--- config.mk ---
export PLATFORM = sky130hd
export DESIGN_NAME = second_tick_activity_tracker
export DESIGN_NICKNAME = d
export VERILOG_FILES = /design/src/rtl/tracker_pkg.sv /design/src/rtl/sync_edge_detect.sv /design/src/rtl/second_tick_activity_tracker.sv
export SDC_FILE = /design/constraint.sdc
export NUM_CORES = 1
export LEC_CHECK = 0
export ABC_AREA = 0
export CORE_ASPECT_RATIO = 1.75
export CORE_MARGIN = 4
export CORE_UTILIZATION = 53
export CTS_CLUSTER_DIAMETER = 50
export DETAILED_ROUTE_END_ITERATION = 10
export PLACE_DENSITY_LB_ADDON = 0.05
export SETUP_SLACK_MARGIN = 0.05
export SYNTH_ARGS = -nofsm -noshare
export SYNTH_HDL_FRONTEND = slang
export SYNTH_SLANG_ARGS = --single-unit
--- constraint.sdc ---
create_clock -name clk -period 2.2 [get_ports clk]
set_input_delay 0.22 -clock clk [delete_from_list [all_inputs] [get_ports clk]]
set_output_delay 0.22 -clock clk [all_outputs]
set_load 0.02 [all_outputs]
--- src/rtl/tracker_pkg.sv ---
// Shared constants and helpers for the per-second activity tracker.
package tracker_pkg;

    localparam int unsigned SS_MAX         = 59;
    localparam int unsigned MM_MAX         = 99;
    localparam int unsigned CUR_W          = 8;
    localparam int unsigned DEFAULT_THRESH = 32;
    // Half-period of the 1 Hz divider in 100 MHz cycles.
    localparam int unsigned DIV_FREQ       = 50_000_000;

    function automatic logic [CUR_W-1:0] sat_inc_cur(input logic [CUR_W-1:0] v);
        return (v == '1) ? v : v + CUR_W'(1);
    endfunction

endpackage

--- src/rtl/sync_edge_detect.sv ---
// Two-flop synchroniser followed by a rising-edge pulse generator.
module sync_edge_detect (
    input  logic clk,
    input  logic rst_n,
    input  logic d_i,
    output logic rise_o
);

    logic sync1_q, sync2_q, prev_q, primed_q;
    logic prev_d;

    // Once armed high by reset, prev only drops after both synchroniser stages hold a real
    // low sample, so a level already high at reset release never looks like a new edge.
    always_comb begin
        prev_d = sync2_q;
        if (prev_q) begin
            prev_d = ~primed_q | sync1_q | sync2_q;
        end
    end

    always_ff @(posedge clk or negedge rst_n) begin
        if (!rst_n) begin
            sync1_q  <= 1'b0;
            sync2_q  <= 1'b0;
            prev_q   <= 1'b1;
            primed_q <= 1'b0;
        end else begin
            sync1_q  <= d_i;
            sync2_q  <= sync1_q;
            prev_q   <= prev_d;
            primed_q <= 1'b1;
        end
    end

    assign rise_o = sync2_q & ~prev_q;

endmodule

--- src/rtl/second_tick_activity_tracker.sv ---
// Per-second step statistics and MM:SS elapsed time driven by a synchronised 1 Hz clock.
module second_tick_activity_tracker
    import tracker_pkg::*;
#(
    parameter int unsigned STEP_W = 16,
    parameter int unsigned THRESH = DEFAULT_THRESH,
    parameter int unsigned HACT_W = 16
) (
    input  logic              clk,
    input  logic              rst_n,
    input  logic              sec_clk_in,
    input  logic              step_in,
    input  logic              clear,
    output logic              sec_tick,
    output logic [STEP_W-1:0] step_total,
    output logic [7:0]        steps_last_sec,
    output logic [HACT_W-1:0] high_act_secs,
    output logic [5:0]        elapsed_ss,
    output logic [6:0]        elapsed_mm
);

    logic              sec_edge, step_edge;
    logic [CUR_W-1:0]  cur_q, cur_d, sls_q, sls_d, captured;
    logic [STEP_W-1:0] total_q, total_d;
    logic [HACT_W-1:0] hact_q, hact_d;
    logic [5:0]        ss_q, ss_d;
    logic [6:0]        mm_q, mm_d;
    logic              tick_q;

    sync_edge_detect u_sec_sync (
        .clk    (clk),
        .rst_n  (rst_n),
        .d_i    (sec_clk_in),
        .rise_o (sec_edge)
    );

    sync_edge_detect u_step_sync (
        .clk    (clk),
        .rst_n  (rst_n),
        .d_i    (step_in),
        .rise_o (step_edge)
    );

    always_comb begin
        // A step coinciding with the second boundary belongs to the second just ending.
        captured = step_edge ? sat_inc_cur(cur_q) : cur_q;
        cur_d    = cur_q;
        sls_d    = sls_q;
        total_d  = total_q;
        hact_d   = hact_q;
        ss_d     = ss_q;
        mm_d     = mm_q;
        if (clear) begin
            cur_d   = '0;
            sls_d   = '0;
            total_d = '0;
            hact_d  = '0;
            ss_d    = '0;
            mm_d    = '0;
        end else begin
            if (step_edge && total_q != '1) begin
                total_d = total_q + STEP_W'(1);
            end
            if (sec_edge) begin
                cur_d = '0;
                sls_d = captured;
                if (captured >= CUR_W'(THRESH) && hact_q != '1) begin
                    hact_d = hact_q + HACT_W'(1);
                end
                if (ss_q == 6'(SS_MAX)) begin
                    ss_d = '0;
                    mm_d = (mm_q == 7'(MM_MAX)) ? '0 : mm_q + 7'(1);
                end else begin
                    ss_d = ss_q + 6'(1);
                end
            end else if (step_edge) begin
                cur_d = sat_inc_cur(cur_q);
            end
        end
    end

    always_ff @(posedge clk or negedge rst_n) begin
        if (!rst_n) begin
            cur_q   <= '0;
            sls_q   <= '0;
            total_q <= '0;
            hact_q  <= '0;
            ss_q    <= '0;
            mm_q    <= '0;
            tick_q  <= 1'b0;
        end else begin
            cur_q   <= cur_d;
            sls_q   <= sls_d;
            total_q <= total_d;
            hact_q  <= hact_d;
            ss_q    <= ss_d;
            mm_q    <= mm_d;
            tick_q  <= sec_edge;
        end
    end

    assign sec_tick       = tick_q;
    assign step_total     = total_q;
    assign steps_last_sec = sls_q;
    assign high_act_secs  = hact_q;
    assign elapsed_ss     = ss_q;
    assign elapsed_mm     = mm_q;

endmodule

==> results of run 1 <==
## logic make-up after synthesis
| group | after synthesis |
|---|---|
| and+or+nand+nor | 161 |
| buffers and inverters | 24 |
| AOI/OAI and AO/OA | 65 |
| other | 1 |
| DFF | 69 |
| xor gates and xnor gates | 22 |
| adders and majority gates | 5 |
| muxes | 8 |
## report_power, final
part	leakage (nW)	switching, mW	internal, mW
clock network	0.0844	0.459	0.439
logic	0.750	0.0849	0.0453
registers	0.943	0.0123	1.29
total	1.78	0.556	1.77
## sequential cells by signal, summed over array words and instances (netlist names), 6 cells and up
signal and count:
steps_last_sec 8, cur_q 8, high_act_secs 16, elapsed_ss 6, step_total 16, elapsed_mm 7
## metal layers
layer	up-vias	track usage, %	routed length [um]
li1	1414	-	-
met1	1447	27.0	3130
met2	64	38.9	4190
met3	18	3.93	259
met4	0	8.98	216
met5	-	0	0
## worst min path at each step
| stage | startpoint | to | slack (ps) | cells past startpoint |
|---|---|---|---|---|
| after detailed placement | rst_n | high_act_secs[10] | 210 | 1 |
| after global routing | sec_clk_in | u_sec_sync.sync1_q | 320 | 1 |
| after global placement | rst_n | high_act_secs[10] | 200 | 1 |
| after floorplan | rst_n | cur_q[0] | -80 | 0 |
| final | step_in | u_step_sync.sync1_q | 320 | 1 |
| after CTS | step_in | u_step_sync.sync1_q | 290 | 1 |
## critical path, stage by stage (launching register included)
cell,delay (ps)
sky130_fd_sc_hd__dfrtp_1,400
sky130_fd_sc_hd__ha_1,180
sky130_fd_sc_hd__nand3_1,170
sky130_fd_sc_hd__or4_4,560
sky130_fd_sc_hd__nand2_4,170
sky130_fd_sc_hd__nor4_2,60
sky130_fd_sc_hd__mux2_4,290
## final cells by class
cell class | instances | area, um^2 | share of cell area [%]
Tap cell | 80 | 100 | 2.30
Clock buffer | 14 | 153 | 3.51
Multi-Input combinational cell | 262 | 1610 | 36.9
Clock inverter | 2 | 10.0 | 0.230
Sequential cell | 69 | 1730 | 39.7
Inverter | 12 | 45.0 | 1.04
Timing Repair Buffer | 72 | 708 | 16.3
## synth_stat cells, drive strengths merged, types with 6 or more instances
cell / instances
xor2: 19
inv: 11
dfrtp: 67
nand3: 15
a21oi: 26
o21ai: 19
nand2: 27
nand4: 22
clkbuf: 7
o31ai: 13
nor2: 44
or4: 13
mux2i: 6
nor3: 6
## through the flow
stage               power, mW  cell area [um^2]
floorplan                1.38              3430
global placement         1.45              4170
detailed placement       1.45              4170
CTS                      2.36              4350
global route             2.42              4350
finish                   2.33              4350
## repair_timing
item / CTS / global route
setup endpoints to repair: 0 / 1
hold endpoints to repair: 19 / 0
hold buffers: 1 / 0
resized for setup: 0 / 1
setup buffers: 0 / 0
==> flow_results.org, run 1 <==
** Floorplanning
- The initial utilization of the core area, before any placement, comes to 55.0%.
- Die outline area :: about 0.008 mm^2
- Total I/O pin count :: 59
- # rows :: 38
- Area of the core :: around 0.0062 mm^2
- The floorplan step set the die width to 68.8 um.
- From bottom edge to top edge, the die measures about 110 um.

** Detailed routing
- Iteration-0 DRC Markers :: about 180
- The pre-antenna-repair detailed-routing pass consisted of 4 iterations.
- Total length of routed wires :: approximately 7.8 mm
- After detailed routing, the number of vias per cell comes to 5.76.
- In the routed design, unresolved DRC markers number 0.
- Once detail routing completed, the nets flagged for antenna violations numbered 0.
- Wire per inst :: approximately 15 um
- For this block, the via count after detailed routing is between 2,000 and 3,000.

** STA
- Sum of negative setup slack :: 0 ps
- Derived from the worst setup path, the maximum achievable clock frequency is roughly 0.51 GHz.
- Setup skew after layout :: about 13 ps
- Final Hold Slack :: between 300 and 400 ps
- The worst path uses 89.5% of the clock period.
- The final count of pins violating max slew is 0.
- Setup violations remaining at the end of the flow were counted as 0.
- Period minus WS final :: ~2000 ps
- Unrepaired setup endpoints after global routing :: false
- Across all setup checks in the final design, the least slack found is around 230 ps.
- Number of failing hold endpoints at the final stage :: 0

** Setup path
- STA classifies the critical path endpoint as a flop.
- Crit Reg-Reg Endpoint :: high_act_secs[6]
- Crit path to :: high_act_secs[6]
- Data on the critical path is required at its endpoint by 2430 ps.
- In this run the worst setup path begins at high_act_secs[0].
- Along the worst path, the maximum fanout reaches 15.
- Path depth of the worst reg2reg path :: 6
- Setup slack of the most critical reg-to-reg path :: roughly 230 ps
- Critical register-to-register path startpoint :: high_act_secs[0]
- Data on the critical path arrives at its endpoint at 2200 ps.
- Crit start category :: flop
- Classification of the worst setup path :: reg -> reg

** Placement
- Total placed cells including tap cells :: between 400 and 500
- HPWL after DPL :: approximately 5.6 mm
- At the placement stage, the worst setup path has a slack of 197 ps.
- Total of buffers placed on input and output ports :: 58
- At the end of routability-driven placement, the weighted congestion stood at roughly 0.83.

** Cells and area
- Utilization after layout :: between 60% and 70%
- Area growth from synthesis to layout :: 27.0%
- Cells with a size suffix above 1 make up 8.82% of the layout.
- Final antenna diode count :: 0
- The top cell types in the final layout, fill and taps aside, are sky130_fd_sc_hd__dfrtp_1 (67), sky130_fd_sc_hd__clkdlybuf4s50_1 (57), sky130_fd_sc_hd__nor2_1 (43).
- Number of standard cells in the final layout excluding fillers :: a little over 500
- Commonest non-fill, non-tap cell in the layout :: sky130_fd_sc_hd__dfrtp_1
- For this run, the post-layout net count is between 400 and 500.
- Counting the fill cells in the layout gives about 500.

** Synth
- Simple-gate share of the synthesized area :: approximately 25%
- Counting flops with an async set or reset pin after synthesis yields a share of 100%.
- Netlist Area Pre-Place :: roughly 0.0034 mm^2
- In this run, distinct cell masters in the synthesized netlist total 45.
- The number of nets handed over by synthesis was around 370.
- During synthesis, Yosys emitted a total of 0 warnings.
- Summing the areas of all xor and xnor instances in the mapped netlist gives between 5 and 6% of the synthesized area.
- Count of mapped cells out of synthesis :: about 360
- Synthesis inferred 69 register bits.
- Ranking of synthesized cells by area :: sky130_fd_sc_hd__dfrtp_1 (49%), sky130_fd_sc_hd__xor2_1 (4.9%), sky130_fd_sc_hd__nor2_1 (4.7%)
- Of the total synthesized cell area, the portion taken by full adders, half adders and majority gates is 1.83%.
- Average instance area after synthesis :: a little under 10 um^2
- Most used DFF post-synth :: sky130_fd_sc_hd__dfrtp_1
- Area fraction in compound gates after synthesis :: between 10% and 20%
- Number of flops mapped to enable cells by yosys :: 0
- Cell accounting for the most synthesized area :: sky130_fd_sc_hd__dfrtp_1
- Measured against the total synthesized area, the mux share comes to ~2.5%.
- Share of synthesized area occupied by flip-flops and latches :: about 50%
- After synthesis, the largest family of logic cells by area is simple AND/OR/NAND/NOR gates.
- Area share of the leading cell type in the synthesized netlist :: between 40% and 50%

** Power and ir drop
- Across the VDD grid, the largest voltage drop is 0.465 mV.
- In this run the power density over the cells is approximately 530 mW/mm^2.
- The analysis attributes to cell leakage a power of roughly 1.8 nW.

** Clock network
- Number of sinks on the clock net :: between 60 and 70
- For the worst-skew pair, the clock arrives at the later sink with an insertion delay of between 300 and 400 ps.
- Clock slew at the register clock pins of the worst setup and hold paths :: 70 ps
- In this run the clock root is driven by a sky130_fd_sc_hd__clkbuf_8.
- CTS built an H-tree with a depth of 3.
- Maximum number of buffers from clock root to sink :: 2
- TritonCTS created 9 clock buffers.
- TritonCTS built the clock tree.

** Global routing
- Total global routing overflow :: 0
- The initial antenna violation count is 0.
- For this run, the total global-route usage over all layers was measured as around 23%.
- Entering global routing, the biggest net connects 51 pins.
- Via count of the first global-routing pass :: 2,843
- The first global-routing pass estimated between 10 and 15 mm of wire.

** Flow run
- Across the run, the number of max-cap violations was 0.

** Status
- The flow ran to the end, and the final reports show no timing, DRC or antenna violations.

** Worst hold path
- The path class of the tightest hold or removal check is in -> reg.
(Power assumes the default switching activity.)
==> inputs of run 2 (changes only) <==
CORE_MARGIN = not set   (was 4)
CORE_UTILIZATION = 40   (was 53)
==> run 2 against run 1 <==
Worst hold slack improved by 7.8 ps; setup slack improved by 65 ps; sequential power hardly changed; critical path depth is the same; final area rose by 3.8%; core utilization fell by 16 points; non-clock buffer count is 2 higher; via count fell by 1.2%; global-route usage decreased by 3.6 points; die area increased by 14%; sequential share of layout area is 1.4 points lower.
==> flow_results.org, run 2 (synthesis gave the netlist of run 1 again) <==
** Placement
- At the end of routability-driven placement, the weighted congestion stood at 0.781.
- Total placed cells including tap cells :: approximately 530
- Port buffering added 58 buffers.
- Post-DP Area :: 0.00423 mm^2
- The HPWL after detailed placement is 5.49 mm.
- Post-Place Worst Slack :: 313 ps

** Detailed routing
- Vias per inst :: around 5.3
- The first detailed-routing pass ran for 5 iterations.
- After detailed routing, the number of remaining DRC violations is 0.
- In this run, the number of DRC markers left after iteration 0 of detailed routing was between 150 and 200.
- Total length of routed wires :: approximately 8 mm
- In the final routed layout, each cell accounts on average for ~15 um.
- DR vias :: roughly 2,900
- Routed Antenna Nets :: 0

** Clock network
- TritonCTS clock tree :: done
- Buffers added to address setup during post-CTS repair amount to 0.
- Worst-skew pair later-pin latency :: 330 ps
- The H-tree was split into 3 levels.
- Maximum number of buffers from clock root to sink :: 2
- Clock tree synthesis found a total of 69 sinks.
- Counting the buffers created by CTS gives 9.
- Root buffer selected by CTS :: sky130_fd_sc_hd__clkbuf_16
- Clock slew at the register clock pins of the worst setup and hold paths :: around 50 ps

** Global routing
- Total global routing overflow :: 0
- Global routing used about a fifth of the available tracks.
- The initial antenna violation count came to 0.
- Largest net degree at the start of global routing :: 70
- The via count of the first global-routing pass is between 2,000 and 3,000.
- The first global-routing pass estimated approximately 13 mm of wire.

** Floorplanning
- Row generation in the floorplan step produced 44 rows.
- From bottom edge to top edge, the die measures ~120 um.
- The die covers approximately 0.0090 mm^2.
- Starting Density :: between 40% and 50%
- Total I/O pin count :: 59
- The floorplan step defined a core boundary enclosing just over 0.008 mm^2.
- Measured along the x axis, the die boundary spans between 70 and 80 um.

** Power and ir drop
- Seq pwr share :: 47.0%
- Gate power share :: about 4.8%
- Leakage :: approximately 1.8 nW
- For this design the ratio of total power to cell area is 612 mW/mm^2.
- Of the total power, the clock network draws between 40% and 50%.
- Switching share of power :: 21.9%
- P_int :: between 2 and 2.5 mW
- After layout, the design draws a total of 2.76 mW.
- The analysis attributes to net switching a power of just over 0.6 mW.
- VDD IR-drop max :: 0.407 mV

** Cells and area
- Filler cell count :: roughly 780
- The post-route netlist has between 9 and 10% of its cells at a drive strength greater than 1.
- At the end of the flow the core is filled with cells to between 50% and 60%.
- The final layout contains around 440 nets.
- Area growth from synthesis to layout :: 31.8%
- Leaving out filler cells and counting taps, the final layout contains between 500 and 600.
- Leaving out fill and tap cells, the most frequent cell in the layout is sky130_fd_sc_hd__dfrtp_1.
- Final antenna diode count :: 0
- After routing the design area is ~0.0045 mm^2.
- Leading cell types in the layout, fill and taps excluded :: sky130_fd_sc_hd__dfrtp_1 (67), sky130_fd_sc_hd__clkdlybuf4s50_1 (57), sky130_fd_sc_hd__nor2_1 (43)

** STA
- Based on the critical path, the design can be clocked at up to roughly 0.53 GHz.
- Sum of negative setup slack :: 0 ps
- Period minus WS final :: 1900 ps
- Final-report max-slew violation count :: 0
- Number of endpoints failing setup at the final stage :: 0
- Setup skew after layout :: around 6.3 ps
- Setup slack after layout :: about 300 ps
- The number of hold violations in the final report is 0.
- Across all hold checks on the routed design, the worst slack comes to roughly 330 ps.
- Period Utilization, post-route :: 86.5%
- Setup repair after global routing left no endpoint under its margin.

** Setup path
- Classification of the worst setup path :: reg -> reg
- Critical path endpoint category :: flop
- Crit start category :: flop
- The slowest stage of the critical path belongs to the cell sky130_fd_sc_hd__or4_4.
- The cell family contributing the most delay on the critical path is simple AND/OR/NAND/NOR gates.
- Peak fanout along the critical path :: 15
- Cells along the critical path :: ha_1, nand3_1, or4_4, nand2_2, nor4_2, mux2_4
- Maximum cell stage delay along the critical path :: around 500 ps
- Crit path arrival time :: approximately 2100 ps
- Critical path buffer and inverter count :: 0
- STA puts the critical path data required time at around 2400 ps.

** Flow run
- Number of maximum-capacitance constraint violations :: 0

** Worst hold path
- Worst min-delay path category :: in -> reg

** Status
- Status :: finished, final reports clean
run 2: cell count changes in the layout (fill, tap and decap cells not counted):
cell and delta:
sky130_fd_sc_hd__clkbuf_16 +9, sky130_fd_sc_hd__clkbuf_8 -8, sky130_fd_sc_hd__buf_4 +2, sky130_fd_sc_hd__clkinv_2 -1, sky130_fd_sc_hd__nand2_2 +1, sky130_fd_sc_hd__nand2_4 -1
run 2: area by class of cell:
class	count	area, um^2	area share [%]
Timing Repair Buffer	74	723	16.0
Clock inverter	1	5.00	0.111
Sequential cell	69	1730	38.3
Inverter	12	45.0	0.998
Clock buffer	15	268	5.93
Multi-Input combinational cell	262	1600	35.5
Tap cell	115	144	3.19
run 2: timing repair:
action | 4_1_cts | 5_1_grt
endpoints found under the setup margin | 0 | 0
hold buffers | 1 | 0
gates resized for setup | 0 | 0
endpoints found under the hold margin | 67 | 0
run 2: power by group through the flow:
stage                     Combinational (mW)  Sequential, mW  Clock [mW]
after global placement                 0.133            1.32           0
after CTS                              0.136            1.30        1.37
final                                  0.131            1.30        1.33
after global routing                   0.147            1.30        1.42
after detailed placement               0.135            1.32           0
after floorplan                       0.0478            1.33           0
run 2: worst paths after layout:
check                                         start                   to  slack, ps  cells past startpoint
worst min-delay path                     sec_clk_in   u_sec_sync.sync1_q        330                      1
min in group asynchronous                     rst_n     high_act_secs[9]        430                      3
worst min register to register  u_step_sync.sync1_q  u_step_sync.sync2_q        360                      0
worst max register to register     high_act_secs[0]     high_act_secs[6]        300                      6
max in group asynchronous                     rst_n    u_sec_sync.prev_q       1420                      3
worst max-delay path               high_act_secs[0]     high_act_secs[6]        300                      6
run 2: worst reg2reg max path, stage by stage (launching register included):
cell and delay (ps):
sky130_fd_sc_hd__dfrtp_1 390, sky130_fd_sc_hd__ha_1 180, sky130_fd_sc_hd__nand3_1 110, sky130_fd_sc_hd__or4_4 510
sky130_fd_sc_hd__nand2_2 230, sky130_fd_sc_hd__nor4_2 80, sky130_fd_sc_hd__mux2_4 290
run 2: per-layer routing:
metal | track usage [%] | vias to the layer above | part of all wire [%]
li1 | - | 1433 | -
met1 | 21.4 | 1406 | 42
met2 | 33.8 | 56 | 53
met3 | 3.24 | 12 | 3.1
met4 | 8.65 | 0 | 2.0
met5 | 0 | - | 0
